File: config.mk
export PLATFORM = sky130hd
export DESIGN_NAME = spi_slave_regif
export DESIGN_NICKNAME = d
export VERILOG_FILES = /design/src/rtl/spi_slave_regif.sv
export SDC_FILE = /design/constraint.sdc
export NUM_CORES = 1
export LEC_CHECK = 0
export CORE_ASPECT_RATIO = 0.9
export CORE_MARGIN = 2
export CORE_UTILIZATION = 50
export CTS_BUF_LIST = sky130_fd_sc_hd__clkbuf_4
export DETAILED_ROUTE_END_ITERATION = 6
export HOLD_SLACK_MARGIN = 0.05
export PLACE_DENSITY = 0.75
export SLEW_MARGIN = 10
export SYNTH_ARGS = -nofsm -noshare
export SYNTH_HDL_FRONTEND = slang
export SYNTH_SLANG_ARGS = --single-unit
File: constraint.sdc
create_clock -name clk -period 2.2 [get_ports clk]
set_clock_uncertainty 0.15 [all_clocks]
set_input_delay 0.44 -clock clk [delete_from_list [all_inputs] [get_ports clk]]
set_output_delay 0.44 -clock clk [all_outputs]
set_load 0.01 [all_outputs]
File: src/rtl/spi_slave_regif.sv
// -----------------------------------------------------------------------------
// spi_slave_regif
//   SPI slave (CPHA=0) that bridges an external SPI master onto an on-chip
//   register bus. SCK, CS_n and MOSI are oversampled into clk; there is no
//   SCK clock domain. Frame: R/W bit, ADDR_W address bits, then DATA_W data
//   words, all MSB first. Read data is returned on MISO.
//
//   Optional feature macro: SPI_SLAVE_AUTOINC_EN
//     defined   : burst accesses, address auto-increments after every word
//     undefined : one data word per frame, then the rest is ignored
//
// Ports
//   clk, rst        system clock, asynchronous active-low reset
//   sck, cs_n, mosi asynchronous SPI inputs (synchronised here)
//   miso, miso_oe   registered SPI data out and its drive enable
//   reg_addr        register bus address
//   reg_wdata       register bus write data
//   reg_wr_en       one-clk write strobe
//   reg_rd_en       one-clk read strobe
//   reg_rdata       read data, sampled exactly 1 clk after reg_rd_en
//   busy            FSM not in IDLE
//   frame_abort     one-clk pulse when cs_n rises with a partial field
//
// Bus handshake: reg_wr_en / reg_rd_en are single-cycle strobes with no
// back-pressure; reg_addr (and reg_wdata for writes) are valid in the strobe
// cycle, and the slave must present reg_rdata in the cycle after reg_rd_en.
// -----------------------------------------------------------------------------
module spi_slave_regif #(
  parameter int ADDR_W = 7,
  parameter int DATA_W = 8,
  parameter int CPOL   = 0,
  parameter int SYNC_N = 2
) (
  input  logic              clk,
  input  logic              rst,
  input  logic              sck,
  input  logic              cs_n,
  input  logic              mosi,
  output logic              miso,
  output logic              miso_oe,
  output logic [ADDR_W-1:0] reg_addr,
  output logic [DATA_W-1:0] reg_wdata,
  output logic              reg_wr_en,
  output logic              reg_rd_en,
  input  logic [DATA_W-1:0] reg_rdata,
  output logic              busy,
  output logic              frame_abort
);

  localparam int   HDR_W  = 1 + ADDR_W;
  localparam int   SH_W   = (HDR_W > DATA_W) ? HDR_W : DATA_W;
  localparam int   CNT_W  = $clog2(SH_W + 1);
  localparam logic CPOL_L = (CPOL != 0);

  typedef enum logic [1:0] {IDLE, HDR, DATA, WAIT_CS} state_t;

  // Synchronisers. cs_n resets to "selected" so that a frame already in
  // progress when reset releases is recognised and skipped (WAIT_CS) instead
  // of being mistaken for a fresh cs_n fall.
  logic [SYNC_N-1:0] sck_sync_q, cs_sync_q, mosi_sync_q;
  logic              sck_prev_q, cs_prev_q;

  always_ff @(posedge clk or negedge rst) begin
    if (!rst) begin
      sck_sync_q  <= {SYNC_N{CPOL_L}};
      cs_sync_q   <= '0;
      mosi_sync_q <= '0;
      sck_prev_q  <= CPOL_L;
      cs_prev_q   <= 1'b0;
    end else begin
      sck_sync_q  <= {sck_sync_q[SYNC_N-2:0], sck};
      cs_sync_q   <= {cs_sync_q[SYNC_N-2:0], cs_n};
      mosi_sync_q <= {mosi_sync_q[SYNC_N-2:0], mosi};
      sck_prev_q  <= sck_sync_q[SYNC_N-1];
      cs_prev_q   <= cs_sync_q[SYNC_N-1];
    end
  end

  logic sck_s, cs_s, mosi_s, lead, trail, cs_rise, cs_fall;
  assign sck_s   = sck_sync_q[SYNC_N-1] ^ CPOL_L;   // normalised: 1 = active level
  assign cs_s    = cs_sync_q[SYNC_N-1];
  assign mosi_s  = mosi_sync_q[SYNC_N-1];
  assign lead    = sck_s & ~(sck_prev_q ^ CPOL_L);
  assign trail   = ~sck_s & (sck_prev_q ^ CPOL_L);
  assign cs_rise = cs_s & ~cs_prev_q;
  assign cs_fall = ~cs_s & cs_prev_q;

  state_t            state_q;
  logic [CNT_W-1:0]  bit_cnt_q;
  logic [SH_W-2:0]   rx_sh_q;
  logic [DATA_W-1:0] tx_sh_q;
  logic              rw_q, wr_pend_q, load_pend_q;
  logic              miso_q, miso_oe_q, wr_en_q, rd_en_q, abort_q;
  logic [ADDR_W-1:0] addr_q;
  logic [DATA_W-1:0] wdata_q;

  logic [SH_W-1:0] rx_word_d;
  assign rx_word_d = {rx_sh_q, mosi_s};

  always_ff @(posedge clk or negedge rst) begin
    if (!rst) begin
      state_q     <= IDLE;
      bit_cnt_q   <= '0;
      rx_sh_q     <= '0;
      tx_sh_q     <= '0;
      rw_q        <= 1'b0;
      wr_pend_q   <= 1'b0;
      load_pend_q <= 1'b0;
      miso_q      <= 1'b0;
      miso_oe_q   <= 1'b0;
      wr_en_q     <= 1'b0;
      rd_en_q     <= 1'b0;
      abort_q     <= 1'b0;
      addr_q      <= '0;
      wdata_q     <= '0;
    end else begin
      // Strobe defaults; a write strobe trails its data latch by one clk.
      wr_en_q     <= wr_pend_q;
      wr_pend_q   <= 1'b0;
      rd_en_q     <= 1'b0;
      abort_q     <= 1'b0;
      load_pend_q <= rd_en_q;
      miso_oe_q   <= ~cs_s;
      if (load_pend_q) tx_sh_q <= reg_rdata;
`ifdef SPI_SLAVE_AUTOINC_EN
      // Writes advance the address only after their strobe has used it.
      if (wr_en_q) addr_q <= addr_q + ADDR_W'(1);
`endif
      if (state_q != IDLE && cs_rise) begin
        // cs_n wins over a lead in the same clk: that bit is dropped.
        state_q   <= IDLE;
        abort_q   <= (bit_cnt_q != '0);
        bit_cnt_q <= '0;
        miso_q    <= 1'b0;
      end else begin
        case (state_q)
          IDLE: begin
            bit_cnt_q <= '0;
            miso_q    <= 1'b0;
            if (cs_fall)    state_q <= HDR;
            else if (!cs_s) state_q <= WAIT_CS;   // selected without a fall seen
          end
          HDR: begin
            miso_q <= 1'b0;
            if (lead) begin
              rx_sh_q <= rx_word_d[SH_W-2:0];
              if (bit_cnt_q == CNT_W'(HDR_W - 1)) begin
                addr_q    <= rx_word_d[ADDR_W-1:0];
                rw_q      <= rx_word_d[ADDR_W];
                rd_en_q   <= rx_word_d[ADDR_W];
                bit_cnt_q <= '0;
                state_q   <= DATA;
              end else begin
                bit_cnt_q <= bit_cnt_q + CNT_W'(1);
              end
            end
          end
          DATA: begin
            if (trail) begin
              if (rw_q) begin
                miso_q  <= tx_sh_q[DATA_W-1];
                tx_sh_q <= {tx_sh_q[DATA_W-2:0], 1'b0};
              end else begin
                miso_q <= 1'b0;
              end
            end
            if (lead) begin
              rx_sh_q <= rx_word_d[SH_W-2:0];
              if (bit_cnt_q == CNT_W'(DATA_W - 1)) begin
                bit_cnt_q <= '0;
                if (!rw_q) begin
                  wdata_q   <= rx_word_d[DATA_W-1:0];
                  wr_pend_q <= 1'b1;
                end
`ifdef SPI_SLAVE_AUTOINC_EN
                if (rw_q) begin
                  addr_q  <= addr_q + ADDR_W'(1);
                  rd_en_q <= 1'b1;
                end
`else
                state_q <= WAIT_CS;
`endif
              end else begin
                bit_cnt_q <= bit_cnt_q + CNT_W'(1);
              end
            end
          end
          WAIT_CS: begin
            miso_q    <= 1'b0;
            bit_cnt_q <= '0;
            if (cs_s) state_q <= IDLE;
          end
          default: state_q <= IDLE;
        endcase
      end
    end
  end

  assign miso        = miso_q;
  assign miso_oe     = miso_oe_q;
  assign reg_addr    = addr_q;
  assign reg_wdata   = wdata_q;
  assign reg_wr_en   = wr_en_q;
  assign reg_rd_en   = rd_en_q;
  assign busy        = (state_q != IDLE);
  assign frame_abort = abort_q;

endmodule
==> load_flow_metrics.sql <==
INSERT INTO impl_metrics (metric_group, metric, value, unit) VALUES
('final_layout', 'post_route_cells_drive_above_1_share', '0.2010', ''),
('clocking', 'tritoncts', 'yes', ''),
('clocking', 'worstSkewPairLatency', '0.36', 'ns'),
('grt', 'largest_net_degree_at_the_start_of_global_routing', '30', ''),
('timing', 'slew_headroom', '0.6403', ''),
('grt', 'gr-usage-all-layers', '0.1755', ''),
('timing', 'layout_min_cycle_time', '2.065', 'ns'),
('drt', 'detailed_routed_wire_length_on_met3', '188', 'um'),
('drt', 'detail_route.vias_per_cell', '5.313', ''),
('pwr', 'power.share.sequential', '0.551', ''),
('drt', 'met2_wirelength', '1882', 'um'),
('worst_setup_path', 'timing.critical_path.arrival', '1.48', 'ns'),
('final_layout', 'finalCoreUtilization', '0.6397', ''),
('floorplan', 'die_area', '4848', 'um2'),
('pwr', 'leakagePower', '1.179', 'nW'),
('clocking', 'cts.reportedPaths.clkPinSlew', '0.13', 'ns'),
('worst_setup_path', 'critPathCaptureType', 'output port', ''),
('floorplan', 'num_io_pins', '34', ''),
('floorplan', 'die_height', '66.26', 'um'),
('worst_setup_path', 'path_class', 'reg2out', ''),
('placed_design', 'globalplace.congestion', '0.7349', ''),
('logic_synthesis', 'post_synth_instance_area', '2153', 'um2'),
('drt', 'wirelength', '3838', 'um'),
('grt', 'grt_pass1_vias', '1363', ''),
('worst_setup_path', 'crit_path_start_kind', 'flop', ''),
('final_layout', 'fin_area', '2624', 'um2'),
('worst_setup_path', 'crit_path_top_delay_cell', 'sky130_fd_sc_hd__dfrtp_1', ''),
('worst_setup_path', 'critPathLaunch', 'state_q[0]', ''),
('logic_synthesis', 'synth-main-ff-cell', 'sky130_fd_sc_hd__dfrtp_1', ''),
('logic_synthesis', 'post_synth.cell_area_avg', '13.46', 'um2'),
('pwr', 'switching_share', '0.3012', ''),
('floorplan', 'rows', '22', ''),
('floorplan', 'floorplan.core_area', '4101', 'um2'),
('logic_synthesis', 'synth-seq-cells', '52', ''),
('logic_synthesis', 'ys_seq_area_frac', '0.6043', ''),
('floorplan', 'initial_core_util', '0.5250', ''),
('logic_synthesis', 'async_reset_ff_frac', '1.000', ''),
('drt', 'drt_iter0_drc', '59', ''),
('drt', 'routedWlPerCell', '15.23', 'um'),
('grt', 'grt_antenna_before_repair', '0', ''),
('pwr', 'post_route_total_power', '0.002082', 'W'),
('worst_setup_path', 'critical-path-top-delay-family', 'buffers and inverters', ''),
('logic_synthesis', 'synth_top_family_by_area', 'multiplexers', ''),
('floorplan', 'die_x', '73.18', 'um'),
('logic_synthesis', 'cell_type_with_the_largest_total_area_after_synthesis', 'sky130_fd_sc_hd__dfrtp_1', ''),
('drt', 'detail_route.drc_violations', '0', ''),
('worst_setup_path', 'reg2reg_setup_slack', '0.18', 'ns'),
('logic_synthesis', 'synth.most_common_cell', 'sky130_fd_sc_hd__dfrtp_1', ''),
('timing', 'final.setup.tns', '0', 'ns'),
('placed_design', 'dpl.hpwl', '2766', 'um'),
('drt', 'routed.top_layer', 'met4', ''),
('logic_synthesis', 'synth_common_cells', 'sky130_fd_sc_hd__dfrtp_1 (52), sky130_fd_sc_hd__mux2_2 (14), sky130_fd_sc_hd__a21oi_1 (13), sky130_fd_sc_hd__nor2_1 (13), sky130_fd_sc_hd__mux2i_1 (11)', ''),
('final_layout', 'finish.cell_count_without_fillers', '252', ''),
('worst_setup_path', 'r2r_start', 'state_q[0]', ''),
('hold_path', 'timing.hold.worst.class', 'reg2reg', ''),
('drt', 'drt_pass1_iterations', '5', ''),
('worst_setup_path', 'max_stage_delay', '0.42', 'ns'),
('logic_synthesis', 'synth_compound_area_frac', '0.04358', ''),
('drt', 'wirelength_met1', '1687', 'um'),
('worst_setup_path', 'critical_path_fanouts_max', '5', ''),
('run', 'max-cap-violations', '0', ''),
('logic_synthesis', 'yosys.cell_types.count', '26', ''),
('pwr', 'power_per_cell_area', '793.4', 'nW/um2'),
('outcome', 'run_status', 'finished, final reports clean', ''),
('pwr', 'clockPowerShare', '0.199', ''),
('logic_synthesis', 'share_of_the_synthesized_netlist_area_taken_by_xor_and_xnor_gates', '0.004067', ''),
('logic_synthesis', 'synth_warnings', '0', ''),
('placed_design', 'placement.cell_area', '2544', 'um2'),
('timing', 'grt_setup_unrepaired', 'false', ''),
('logic_synthesis', 'mappedNetlistNets', '180', ''),
('drt', 'via_count', '1339', '');
## sequential cells by signal, summed over array words and instances, names as in the netlist, 2 cells and up
register and flops:
reg_addr 7, bit_cnt_q 4, mosi_sync_q 2, state_q 2
sck_sync_q 2, cs_sync_q 2, reg_wdata 8, rx_sh_q 7
tx_sh_q 8
## path summary, 6_finish.rpt
| kind | endpoint | cells past startpoint |
|---|---|---|
| max in group asynchronous | reg_addr[6] | 3 |
| max reg2reg | reg_wdata[6] | 6 |
| min | cs_sync_q[1] | 0 |
| max | busy | 5 |
| min reg2reg | cs_sync_q[1] | 0 |
| min in group asynchronous | cs_sync_q[0] | 2 |
## kinds of logic (layout without fill, tap and decap cells)
logic type	after synthesis	after routing
compound gates	18	18
buf+inv	13	57
simple gates	35	35
flops	52	52
mux	34	34
fa+ha+maj	7	7
xor+xnor	1	1
## timing repair
action | CTS | global route
endpoints found under the hold margin | 23 | 0
setup endpoints to repair | 1 | 1
setup buffers | 2 | 0
hold buffers | 1 | 0
pin swaps | 0 | 0
resized for setup | 1 | 1
## power by group through the flow
stage / Combinational (W) / Clock [W] / Sequential, W
after floorplan: 0.000345 / 0 / 0.00114
after global placement: 0.000464 / 0 / 0.00117
after detailed placement: 0.000487 / 0 / 0.00118
after CTS: 0.000523 / 0.000430 / 0.00114
after global routing: 0.000573 / 0.000475 / 0.00116
final: 0.000521 / 0.000414 / 0.00115
## routing by layer
| metal | up-vias | track usage |
|---|---|---|
| met1 | 656 | 0.2119 |
| met2 | 44 | 0.2928 |
| li1 | 631 | - |
| met3 | 8 | 0.05183 |
| met4 | 0 | 0.07176 |
| met5 | - | 0 |
## stage by stage
stage | worst slack (ns) | hold WS [ns]
5_1_grt | 0.01995 | 0.2328
4_1_cts | 0.09012 | 0.2156
6_report | 0.1346 | 0.2142
2_1_floorplan | 0.1481 | -0.005591
3_3_place_gp | 0.2103 | 0.1826
3_5_place_dp | 0.1396 | 0.1847
## worst reg2reg max path, delay by kind of cell (launching register included)
kind                       cells  cell delay [ns]
adders and majority gates      1             0.20
muxes                          1             0.31
DFF                            1             0.40
buffers and inverters          2             0.26
and+or+nand+nor                2             0.60
## placed cells by master, fill, tap and decap left out, types with 2 or more instances in the layout
cell	instances
sky130_fd_sc_hd__clkbuf_4	6
sky130_fd_sc_hd__dfrtp_1	52
sky130_fd_sc_hd__mux2_4	9
sky130_fd_sc_hd__mux2i_1	11
sky130_fd_sc_hd__clkdlybuf4s50_1	31
sky130_fd_sc_hd__a21oi_1	13
sky130_fd_sc_hd__inv_1	7
sky130_fd_sc_hd__o21ai_0	3
sky130_fd_sc_hd__nor2b_1	2
sky130_fd_sc_hd__nand3_1	2
sky130_fd_sc_hd__nand4_1	3
sky130_fd_sc_hd__nand2b_1	2
sky130_fd_sc_hd__buf_4	6
sky130_fd_sc_hd__mux2_2	14
sky130_fd_sc_hd__nand2_1	7
sky130_fd_sc_hd__nor2_1	13
sky130_fd_sc_hd__ha_1	7
## cell type report
| type | count | area [um2] |
|---|---|---|
| fillers | 300 | 1478 |
| well taps | 48 | 60.06 |
| multi-input cells | 95 | 777.0 |
| clock inverters | 2 | 11.26 |
| inverters | 8 | 30.03 |
| clock buffers | 6 | 45.04 |
| repair buffers | 41 | 399.1 |
| flip-flops and latches | 52 | 1301 |
No activity file was read; power rests on OpenSTA's default activity.
